===== config.mk =====
export PLATFORM = sky130hd
export DESIGN_NAME = gyro_spi_reader_flat
export DESIGN_NICKNAME = d
export VERILOG_FILES = /design/src/rtl/gyro_pkg.sv /design/src/rtl/gyro_spi_reader_if.sv /design/src/rtl/gyro_spi_reader_spi_shift_engine.sv /design/src/rtl/gyro_spi_reader.sv /design/src/flat_wrapper.sv
export SDC_FILE = /design/constraint.sdc
export NUM_CORES = 1
export LEC_CHECK = 0
export CAP_MARGIN = 10
export CORE_MARGIN = 1.5
export CORE_UTILIZATION = 50
export CTS_BUF_LIST = sky130_fd_sc_hd__clkbuf_4
export DETAILED_ROUTE_END_ITERATION = 12
export GPL_ROUTABILITY_DRIVEN = 0
export MAX_ROUTING_LAYER = met4
export PLACE_DENSITY = 0.79
export SETUP_SLACK_MARGIN = 0.1
export SLEW_MARGIN = 10
export SYNTH_ARGS = -nofsm -noshare
export SYNTH_HDL_FRONTEND = slang
export SYNTH_SLANG_ARGS = --single-unit
export TNS_END_PERCENT = 5

===== constraint.sdc =====
create_clock -name clk -period 4 [get_ports clk]
set_input_delay 1 -clock clk [delete_from_list [all_inputs] [get_ports clk]]
set_output_delay 1 -clock clk [all_outputs]
set_load 0.01 [all_outputs]

===== src/rtl/gyro_pkg.sv =====
// gyro_pkg: shared types and constants for the SPI gyroscope reader.
//   gyro_state_t   - transaction FSM states (IDLE, SETUP, SHIFT, HOLD)
//   GYRO_BITS      - SCLK cycles per burst (address byte + 6 data bytes)
//   GYRO_ADDR_BITS - width of the read/address byte
//   GYRO_RATE_W    - width of one raw angular-rate sample
//   GYRO_OUT_W     - width of each axis result
//   gyro_sext()    - sign-extend a raw rate to the result width
package gyro_pkg;

  typedef enum logic [1:0] {IDLE, SETUP, SHIFT, HOLD} gyro_state_t;

  localparam int unsigned GYRO_BITS      = 56;
  localparam int unsigned GYRO_ADDR_BITS = 8;
  localparam int unsigned GYRO_RATE_W    = 16;
  localparam int unsigned GYRO_OUT_W     = 32;
  localparam int unsigned GYRO_RX_BITS   = GYRO_BITS - GYRO_ADDR_BITS;

  function automatic logic [GYRO_OUT_W-1:0] gyro_sext(input logic [GYRO_RATE_W-1:0] r);
    return {{(GYRO_OUT_W - GYRO_RATE_W){r[GYRO_RATE_W-1]}}, r};
  endfunction

endpackage


===== src/rtl/gyro_spi_reader_if.sv =====
// gyro_spi_reader_if: 4-wire SPI bus between the reader and the gyroscope.
//   cs_n - chip select, active low (master -> slave)
//   sclk - SPI clock, idles high, mode 3 (master -> slave)
//   mosi - master data out (master -> slave)
//   miso - slave data out (slave -> master)
interface gyro_spi_reader_if;
  logic cs_n;
  logic sclk;
  logic mosi;
  logic miso;

  modport master (output cs_n, output sclk, output mosi, input miso);
  modport slave  (input cs_n, input sclk, input mosi, output miso);
endinterface


===== src/rtl/gyro_spi_reader_spi_shift_engine.sv =====
// spi_shift_engine: one SPI mode-3 burst of GYRO_BITS clocks per start.
//   clk, rst - system clock, synchronous active-high reset
//   start    - begin a burst (ignored unless idle)
//   miso     - raw SPI input, synchronised here
//   cs_n, sclk, mosi - registered SPI outputs
//   done     - one-cycle pulse on the edge that ends HOLD and raises cs_n
//   rx_word  - last GYRO_RX_BITS received bits, MSB first
module spi_shift_engine
  import gyro_pkg::*;
#(
  parameter int unsigned CLKS_PER_HALF_SCLK = 4,
  parameter logic [6:0]  START_ADDR         = 7'h43
) (
  input  logic                    clk,
  input  logic                    rst,
  input  logic                    start,
  input  logic                    miso,
  output logic                    cs_n,
  output logic                    sclk,
  output logic                    mosi,
  output logic                    done,
  output logic [GYRO_RX_BITS-1:0] rx_word
);

  localparam int unsigned HW        = $clog2(CLKS_PER_HALF_SCLK);
  localparam int unsigned IW        = $clog2(2 * GYRO_BITS);
  localparam int unsigned LAST_HALF = 2 * GYRO_BITS - 1;
  localparam logic [HW-1:0] HALF_MAX = HW'(CLKS_PER_HALF_SCLK - 1);

  gyro_state_t          state, state_n;
  logic [HW-1:0]        hcnt;
  logic [IW-1:0]        half_idx;
  logic [GYRO_BITS-1:0] tx_sr;
  logic [1:0]           miso_sync;
  logic [1:0]           samp_dly;
  logic                 half_end, load, fall, rise;

  assign half_end = (hcnt == HALF_MAX);

  // SHIFT spans 56 full low+high SCLK periods; the high half of the last
  // period belongs to SHIFT, so HOLD adds one more half-period after it.
  always_comb begin
    state_n = state;
    load    = 1'b0;
    fall    = 1'b0;
    rise    = 1'b0;
    done    = 1'b0;
    unique case (state)
      IDLE:  if (start) begin
               state_n = SETUP;
               load    = 1'b1;
             end
      SETUP: if (half_end) begin
               state_n = SHIFT;
               fall    = 1'b1;
             end
      SHIFT: if (half_end) begin
               if (half_idx == IW'(LAST_HALF)) state_n = HOLD;
               else if (sclk)                  fall    = 1'b1;
               else                            rise    = 1'b1;
             end
      HOLD:  if (half_end) begin
               state_n = IDLE;
               done    = 1'b1;
             end
      default: state_n = IDLE;
    endcase
  end

  always_ff @(posedge clk) begin
    if (rst) begin
      state     <= IDLE;
      hcnt      <= '0;
      half_idx  <= '0;
      cs_n      <= 1'b1;
      sclk      <= 1'b1;
      mosi      <= 1'b0;
      tx_sr     <= '0;
      rx_word   <= '0;
      miso_sync <= '0;
      samp_dly  <= '0;
    end else begin
      state     <= state_n;
      miso_sync <= {miso_sync[0], miso};
      // Sample strobe trails the internal rising edge by the synchroniser depth.
      samp_dly  <= {samp_dly[0], rise};
      hcnt      <= (state == IDLE || half_end) ? '0 : hcnt + HW'(1);
      if (state != SHIFT)  half_idx <= '0;
      else if (half_end)   half_idx <= half_idx + IW'(1);

      if (load)      cs_n <= 1'b0;
      else if (done) cs_n <= 1'b1;

      if (fall)      sclk <= 1'b0;
      else if (rise) sclk <= 1'b1;

      if (load) begin
        tx_sr <= {1'b1, START_ADDR, {GYRO_RX_BITS{1'b0}}};
      end else if (fall) begin
        mosi  <= tx_sr[GYRO_BITS-1];
        tx_sr <= {tx_sr[GYRO_BITS-2:0], 1'b0};
      end

      // Address-byte samples simply fall off the top of the 48-bit register.
      if (samp_dly[1]) rx_word <= {rx_word[GYRO_RX_BITS-2:0], miso_sync[1]};
    end
  end

endmodule


===== src/rtl/gyro_spi_reader.sv =====
// gyro_spi_reader: periodic 6-byte burst read of a gyroscope's X/Y/Z rates,
// delivering sign-extended or integrated 32-bit results.
//   clk, rst  - system clock, synchronous active-high reset
//   accum_en  - 1: integrate rates, 0: pass sign-extended raw rate
//   clear_i   - synchronous zero of gx/gy/gz (wins over an update)
//   spi       - SPI master bus (cs_n, sclk, mosi, miso)
//   gx/gy/gz  - axis results, two's complement
//   valid_o   - one-cycle pulse when gx/gy/gz update
module gyro_spi_reader
  import gyro_pkg::*;
#(
  parameter int unsigned CLKS_PER_HALF_SCLK = 4,
  parameter int unsigned SAMPLE_PERIOD      = 100000,
  parameter logic [6:0]  START_ADDR         = 7'h43
) (
  input  logic                  clk,
  input  logic                  rst,
  input  logic                  accum_en,
  input  logic                  clear_i,
  gyro_spi_reader_if.master     spi,
  output logic [GYRO_OUT_W-1:0] gx,
  output logic [GYRO_OUT_W-1:0] gy,
  output logic [GYRO_OUT_W-1:0] gz,
  output logic                  valid_o
);

  localparam logic [31:0] TICK_AT = 32'(SAMPLE_PERIOD - 1);

  logic [31:0]             timer;
  logic                    tick, done;
  logic                    cs_n, sclk, mosi;
  logic [GYRO_RX_BITS-1:0] rx_word;
  logic [GYRO_RATE_W-1:0]  rx, ry, rz;

  // Registered tick: first tick SAMPLE_PERIOD cycles after reset release.
  always_ff @(posedge clk) begin
    if (rst) begin
      timer <= '0;
      tick  <= 1'b0;
    end else begin
      tick  <= (timer == TICK_AT);
      timer <= (timer == TICK_AT) ? '0 : timer + 32'd1;
    end
  end

  spi_shift_engine #(
    .CLKS_PER_HALF_SCLK (CLKS_PER_HALF_SCLK),
    .START_ADDR         (START_ADDR)
  ) u_engine (
    .clk     (clk),
    .rst     (rst),
    .start   (tick),
    .miso    (spi.miso),
    .cs_n    (cs_n),
    .sclk    (sclk),
    .mosi    (mosi),
    .done    (done),
    .rx_word (rx_word)
  );

  assign spi.cs_n = cs_n;
  assign spi.sclk = sclk;
  assign spi.mosi = mosi;

  assign rx = rx_word[47:32];
  assign ry = rx_word[31:16];
  assign rz = rx_word[15:0];

  always_ff @(posedge clk) begin
    if (rst) begin
      gx      <= '0;
      gy      <= '0;
      gz      <= '0;
      valid_o <= 1'b0;
    end else begin
      valid_o <= done;
      if (clear_i) begin
        gx <= '0;
        gy <= '0;
        gz <= '0;
      end else if (done) begin
        if (accum_en) begin
          gx <= gx + gyro_sext(rx);
          gy <= gy + gyro_sext(ry);
          gz <= gz + gyro_sext(rz);
        end else begin
          gx <= gyro_sext(rx);
          gy <= gyro_sext(ry);
          gz <= gyro_sext(rz);
        end
      end
    end
  end

endmodule


===== src/flat_wrapper.sv =====
// flat-port wrapper written by rule: the top's interface ports become plain ports
module gyro_spi_reader_flat import gyro_pkg::*;
#(
  parameter int unsigned CLKS_PER_HALF_SCLK = 4,
  parameter int unsigned SAMPLE_PERIOD      = 100000,
  parameter logic [6:0]  START_ADDR         = 7'h43
)
  (clk, rst, accum_en, clear_i, gx, gy, gz, valid_o, spi_cs_n, spi_sclk, spi_mosi, spi_miso);
  gyro_spi_reader_if spi_i ();
  input  logic clk;
  input  logic rst;
  input  logic accum_en;
  input  logic clear_i;
  output logic [GYRO_OUT_W-1:0] gx;
  output logic [GYRO_OUT_W-1:0] gy;
  output logic [GYRO_OUT_W-1:0] gz;
  output logic valid_o;
  output wire logic [$bits(spi_i.cs_n)-1:0] spi_cs_n;
  output wire logic [$bits(spi_i.sclk)-1:0] spi_sclk;
  output wire logic [$bits(spi_i.mosi)-1:0] spi_mosi;
  input wire logic [$bits(spi_i.miso)-1:0] spi_miso;
  assign spi_cs_n = spi_i.cs_n;
  assign spi_sclk = spi_i.sclk;
  assign spi_mosi = spi_i.mosi;
  assign spi_i.miso = spi_miso;
  gyro_spi_reader #(.CLKS_PER_HALF_SCLK(CLKS_PER_HALF_SCLK), .SAMPLE_PERIOD(SAMPLE_PERIOD), .START_ADDR(START_ADDR)) u_core (.clk(clk), .rst(rst), .accum_en(accum_en), .clear_i(clear_i), .spi(spi_i), .gx(gx), .gy(gy), .gz(gz), .valid_o(valid_o));
endmodule

==> key figures, run 1 <==
Synthesis
  – Synth area leader: dfxtp_1
  – Post-synth EDFFs: 0
  – Yosys cell types: 65
  – Post-synthesis cell area: about 13000 um^2
  – Post-synth top area share: 32.1%
  – Post-Syn Nets: ~1.7k
  – Mean post-synth cell area: slightly above 8 um^2
  – Sequential-to-total area share from yosys stat: 32.1%
  – Main synth FF type: dfxtp_1
  – Largest cells by area after synthesis: dfxtp_1, ha_1, nor2_1
  – Seq cells post-synth: ~200
  – Async S/R FF share, synth: 0%
  – Gate Count Post-Synth: ~1.6k
  – YS warnings: 0

Route
  – Vias: 12.0k
  – Vias per inst: roughly 5.9
  – WL final: between 30000 and 40000 um
  – Drt pass-1 iters: 6
  – DRC: 0
  – WL/cell: ~16 um
  – DRT iter0 DRCs: 884
  – ANT nets after route: 0

Setup path
  – Crit. End Element: register
  – Setup crit start kind: register
  – Data required time of the worst path: ~4600 ps
  – Cells on worst reg2reg path: 11
  – R2r startpoint: u_core.gz[0]
  – Crit path DAT: about 3800 ps
  – Setup CP Type: register to register
  – Reg2reg setup slack: 800 ps
  – CP max FO: 3
  – R2R Path End: u_core.gz[30]

CTS
  – Clock-pin slew on the worst setup and hold paths: approximately 60 ps
  – Clk buf depth: 3
  – Post-CTS setup buffer count: 0
  – PostCTS Resize Cnt: 0
  – Root Driver: clkbuf_4
  – Hold Buf Count CTS: 0
  – CTS Buf Count: 54
  – CTS H-tree lvls: 2
  – Clock net sink count: 204
  – Clock Latency Late Sink: between 700 and 800 ps
  – CTS tree: yes

Timing
  – Worst Slack Setup Final: 797 ps
  – Slew margin rel.: 43.0%
  – FMAX: 0.312 GHz
  – Worst-Margin Slew: 854 ps
  – Setup TNS: 0 ps
  – Final hold viol count: 0
  – RSZ-0062 raised after global routing: no
  – Final Critical Period: 3200 ps
  – Slew Viols, Final: 0
  – Final setup viols: 0
  – Clk_skew: 40.0 ps
  – Fin crit share: 80.1%

Global route
  – Initial antenna violation count: 1
  – First-pass GRT wire length: roughly 53000 um
  – GRT overflow: 0
  – Tot GR Track Use: between 20% and 30%
  – Largest net degree at the start of global routing: 113
  – Vias in the first global route: 11.3k

Min path
  – Min-delay worst type: register to register
  – Hold Path Cell Cnt: 1
  – WHS Endpoint: u_core.u_engine.hcnt[0]
  – Worst hold start: u_core.u_engine.hcnt[0]

Placed design
  – Post-place setup slack: roughly 800 ps
  – PortBufs: between 100 and 150
  – Post-placement cell count: between 1.5k and 2k
  – Post-DP Area: 14000 um^2
  – Hpwl dp: ~23000 um

Power
  – Worst vdd ir: roughly 0.0002 V
  – Leak: slightly below 6 nW
  – Pwr dens: between 200 and 300 nW/um^2

Cells and area
  – Final net count: ~1.8k
  – Ratio of cells with drive above 1 in the final layout: between 7 and 8%
  – Synth-to-layout area growth: 15.6%
  – Design area: 14700 um^2
  – Non-filler cells, final: between 2k and 2.5k

Floorplan
  – Row count: 58
  – DIE WIDTH: 163 um
  – Initial Utilization: about half
  – Core ar.: 25100 um^2
  – Die Y-Extent: ~160 um
  – IO Count: roughly 110
  – Die area: 26400 um^2

Run
  – Max-cap violations: 0

Outcome
  – Outcome: completed
[cell usage after synthesis, drive strengths merged, types with 6 or more instances]
cell    number
a211oi      54
a21o        45
a21oi      144
a311oi       6
a31oi       19
and2         6
and3         9
buf         15
clkbuf      55
dfxtp      204
ha         100
inv         36
mux2i       87
nand2      106
nand2b       6
nand3       31
nand4       26
nor2       244
nor2b       13
nor3        22
nor3b        7
nor4        16
o21a        10
o21ai      107
o21bai      15
o31ai        7
or3          7
xnor2       65
xor2        38
[power by group]
part / total, mW / internal, mW / leakage, nW / switching (mW)
logic: 0.149 / 0.0477 / 3.91 / 0.101
clock network: 1.79 / 0.913 / 0.396 / 0.876
registers: 2.05 / 2.04 / 1.64 / 0.00843
total: 3.99 / 3.00 / 5.95 / 0.986
[critical path, stage by stage, from the launching register on]
cell      delay, ps
dfxtp_1         330
ha_1            260
fa_1            440
a21o_1          210
a31oi_1         210
o221ai_1        210
a31oi_2         360
o31ai_1         170
o21a_1          230
a221o_1         330
nor3b_1         260
nor3_2           70
[state kept, by name, summed over array words and instances (netlist names)]
register / cells
u_core.u_engine.hcnt: 2
u_core.u_engine.state: 2
u_core.u_engine.miso_sync: 2
u_core.u_engine.rx_word: 48
u_core.valid_o: 1
u_core.gx: 32
u_core.u_engine.cs_n: 1
u_core.u_engine.samp_dly: 2
u_core.gz: 32
u_core.u_engine.mosi: 1
u_core.u_engine.sclk: 1
u_core.u_engine.tx_sr: 8
u_core.u_engine.half_idx: 7
u_core.tick: 1
u_core.timer: 32
u_core.gy: 32
[cell type report]
class	instances	area [um^2]
Tap cell	330	413
Timing Repair Buffer	121	1170
Antenna cell	2	5.00
Clock buffer	80	601
Fill cell	2268	10400
Multi-Input combinational cell	1255	8240
Inverter	36	135
Sequential cell	204	4090
Clock inverter	10	56.3
[logic make-up after synthesis]
kind of cell / after synthesis / share of synthesized area, %
AOI/OAI and AO/OA: 453 / 22.5
and+or+nand+nor: 507 / 17.8
adders and majority gates: 103 / 10.3
xor gates and xnor gates: 103 / 7.09
buffers and inverters: 106 / 3.18
DFF: 204 / 32.1
muxes: 89 / 7.02
[worst max-delay path by stage]
stage / slack (ps) / cells after the start / from / end
floorplan: 1110 / 11 / u_core.u_engine.rx_word[47] / u_core.gx[31]
global placement: 910 / 11 / u_core.gz[0] / u_core.gz[30]
detailed placement: 820 / 9 / u_core.u_engine.rx_word[15] / u_core.gz[31]
CTS: 810 / 9 / u_core.u_engine.rx_word[15] / u_core.gz[31]
global route: 480 / 10 / u_core.u_engine.rx_word[47] / u_core.gx[31]
finish: 800 / 11 / u_core.gz[0] / u_core.gz[30]
[through the flow]
| stage | utilization (%) | total power, mW | hold WS [ps] |
|---|---|---|---|
| floorplan | - | 2.20 | 405 |
| global placement | 55.9 | 2.24 | 415 |
| detailed placement | 55.9 | 2.24 | 421 |
| CTS | 58.5 | 4.04 | 430 |
| global route | 58.6 | 4.16 | 442 |
| finish | 58.6 | 3.99 | 428 |
[layout by cell type, fill, tap and decap left out, types with 17 or more instances in the layout]
| cell type | n |
|---|---|
| dfxtp_1 | 203 |
| a31oi_1 | 17 |
| ha_1 | 100 |
| nor2_1 | 243 |
| nor3_1 | 21 |
| xor2_1 | 38 |
| a211oi_1 | 53 |
| clkbuf_4 | 80 |
| nand2_1 | 106 |
| mux2i_1 | 87 |
| o21ai_0 | 100 |
| clkdlybuf4s50_1 | 102 |
| xnor2_1 | 65 |
| a21o_1 | 45 |
| inv_1 | 36 |
| nand3_1 | 31 |
| a21oi_1 | 144 |
| nand4_1 | 26 |
[layer usage]
metal / up-vias / global-route usage, % / routed length (um)
li1: 5929 / - / -
met1: 5578 / 31.4 / 14700
met2: 398 / 40.0 / 14600
met3: 76 / 5.12 / 2310
met4: 0 / 9.34 / 1000
met5: - / - / 0
Note: power is estimated with default switching activity, not from simulation.
==> inputs of run 2 (changes only) <==
==> constraint.sdc (replaced) <==
create_clock -name clk -period 3 [get_ports clk]
set_input_delay 0.75 -clock clk [delete_from_list [all_inputs] [get_ports clk]]
set_output_delay 0.75 -clock clk [all_outputs]
set_load 0.01 [all_outputs]
==> run 2 against run 1 <==
- first-iteration DRC count is 6.0% lower
- global-route usage increased by 0.47 points
- sequential cell count did not move
- critical path type unchanged
- critical endpoint is now u_core.gz[25]
- highest routed layer unchanged
==> key figures, run 2 (synthesis results as in run 1) <==
Placed design
  – Post-place setup slack: -77.8 ps (-893 ps)
  – Post-placement cell count: 1978 (+1.6%)
  – Post-DP Area: 14300 um^2 (+1.7%)
  – PortBufs: 104 (unchanged)
  – Hpwl dp: 23400 um (+1.9%)

CTS
  – Clock Latency Late Sink: 720 ps (about the same)
  – Hold Buf Count CTS: 0 (unchanged)
  – Root Driver: clkbuf_4
  – Clock-pin slew on the worst setup and hold paths: 60 ps (about the same)
  – Clk buf depth: 3 (unchanged)
  – CTS Buf Count: 56 (+3.7%)
  – Clock net sink count: 204 (unchanged)
  – CTS H-tree lvls: 2 (unchanged)
  – CTS tree: yes

Min path
  – Min-delay worst type: register to register
  – Worst hold start: u_core.u_engine.hcnt[0]

Timing
  – Slew Viols, Final: 0 (unchanged)
  – Final Critical Period: 2860 ps (-342 ps)
  – Worst Slack Setup Final: 140 ps (-658 ps)
  – Worst-Margin Slew: 829 ps (-24.9 ps)
  – Fin crit share: 95.3% (+15 points)
  – Slew margin rel.: 44.2% (+1.2 points)
  – RSZ-0062 raised after global routing: yes
  – Final hold viol count: 0 (unchanged)
  – Clk_skew: 60.6 ps (+20.6 ps)
  – FMAX: 0.350 GHz (+12%)
  – Final setup viols: 0 (unchanged)

Route
  – WL final: 33900 um (+3.7%)
  – Vias: 12.1k (+0.69%)
  – Vias per inst: 5.79 (-1.4%)
  – ANT nets after route: 0 (unchanged)
  – DRT iter0 DRCs: 831 (-6.0%)
  – Drt pass-1 iters: 5 (-1)
  – Met2 wire len: 15400 um (+5.5%)
  – M1 WL: 15300 um (+4.4%)
  – WL/cell: 16.3 um (+1.5%)
  – Met3 Wirelength: 1960 um (-15%)
  – DRC: 0 (unchanged)
  – Uppermost routed layer: met4

Power
  – Worst vdd ir: 0.000324 V (+62%)
  – Leak: 6.18 nW (+3.8%)
  – Total Power: 5.42 mW (+36%)
  – Pwr dens: 356 nW/um^2 (+31%)

Global route
  – First-pass GRT wire length: 54100 um (+1.2%)
  – Tot GR Track Use: 25.6% (+0.47 points)
  – GRT overflow: 0 (unchanged)
  – Vias in the first global route: 11.3k (+0.85%)
  – Largest net degree at the start of global routing: 63 (-44%)
  – Initial antenna violation count: 1 (unchanged)

Cells and area
  – Most flops, register: u_core.u_engine.rx_word
  – Most frequent cells in the layout: nor2_1, dfxtp_1, a21oi_1, nand2_1, clkdlybuf4s50_1
  – Ratio of cells with drive above 1 in the final layout: 11.6% (+4.4 points)
  – Non-filler cells, final: 2082 (+2.2%)
  – Synth-to-layout area growth: 19.8%
  – Final net count: 1821 (+2.3%)
  – Most common cell after layout, fill and taps aside: nor2_1
  – Largest register FFs: 48 (unchanged)
  – Fillers: 2236 (-1.4%)
  – Design area: 15200 um^2 (+3.7%)

Floorplan
  – DIE WIDTH: 163 um (unchanged)
  – Core ar.: 25100 um^2 (unchanged)
  – Die Y-Extent: 163 um (unchanged)
  – Initial Utilization: 50.7% (unchanged)
  – IO Count: 105 (unchanged)
  – Die area: 26400 um^2 (unchanged)
  – Row count: 58 (unchanged)

Setup path
  – Setup CP Type: register to register
  – Critical Path Source: u_core.u_engine.rx_word[1]
  – Data required time of the worst path: 3660 ps (-910 ps)
  – Setup crit start kind: register
  – R2r startpoint: u_core.u_engine.rx_word[1]
  – Crit path DAT: 3520 ps (-250 ps)
  – Critical path's top delay family: compound AO/OA/AOI/OAI gates
  – Crit path cell chain: ha_1 > a211oi_2 > o21ai_1 > a221o_1 > a2111oi_4 > nor4b_2 > o21ai_2 > a21oi_1 > a211oi_1 > o221a_2
  – Largest stage delay, worst path: 430 ps (about the same)
  – CP max FO: 5 (+2)
  – Slowest-stage cell, CP: a221o_1
  – Buf/Inv on CP: 0 (unchanged)
  – Crit. End Element: register

Outcome
  – Outcome: completed

Run
  – Max-cap violations: 0 (unchanged)
==> run 2: cell types whose count changed in the layout (fill, tap and decap cells not counted), sizes merged <==
cell | before | now
bufinv | 0 | 1
diode | 2 | 1
clkinv | 8 | 16
buf | 19 | 58
clkbuf | 80 | 77
==> run 2: metrics by stage <==
| step | setup TNS (ps) | util (%) | hold slack [ps] |
|---|---|---|---|
| 5_1_grt | -58.1 | 60.7 | 442 |
| 3_5_place_dp | -144 | 56.9 | 420 |
| 3_3_place_gp | 0 | 56.9 | 417 |
| 2_1_floorplan | 0 | - | 405 |
| 6_report | 0 | 60.7 | 425 |
| 4_1_cts | 0 | 59.9 | 430 |
==> run 2: worst paths after layout <==
| check | cells after the start | to | slack (ps) |
|---|---|---|---|
| setup / recovery | 10 | u_core.gz[25] | 140 |
| hold / removal | 1 | u_core.u_engine.hcnt[0] | 420 |
| setup reg to reg | 10 | u_core.gz[25] | 140 |
| hold reg to reg | 1 | u_core.u_engine.hcnt[0] | 420 |
==> run 2: routing by layer <==
layer / up-vias / global-route usage [%]
met5: - / -
met2: 366 / 40.2
met1: 5595 / 32.2
met4: 0 / 10.7
li1: 6012 / -
met3: 91 / 4.81
==> run 2: repair_timing <==
action                     in CTS  in global routing
pin swaps                       6                 26
setup endpoints to repair       9                 26
buffers inserted                4                  3
gates resized for setup         8                 45
==> run 2: worst reg2reg max path, delay by kind of cell, from the launching register on <==
| kind | cells | cell delay (ps) |
|---|---|---|
| adder cells (fa/ha/maj) | 1 | 330 |
| AO/OA/AOI/OAI | 8 | 2000 |
| AND/OR/NAND/NOR | 1 | 140 |
| flip-flops | 1 | 360 |
==> run 2: area by class of cell <==
cell class                 instances  area, um^2  share of cell area [%]
antenna                            1        2.50                  0.0164
clock buffer                      77         578                    3.79
clock inverter                    19         115                   0.755
inverter                          36         135                   0.886
multi-input combinational       1255        8440                    55.4
sequential                       204        4100                    26.9
tap                              330         413                    2.71
timing repair buffer             160        1470                    9.63
==> run 2: power by group <==
group | switching [mW] | internal, mW | total (mW)
logic | 0.138 | 0.0636 | 0.201
clock network | 1.21 | 1.28 | 2.49
registers | 0.0113 | 2.72 | 2.73
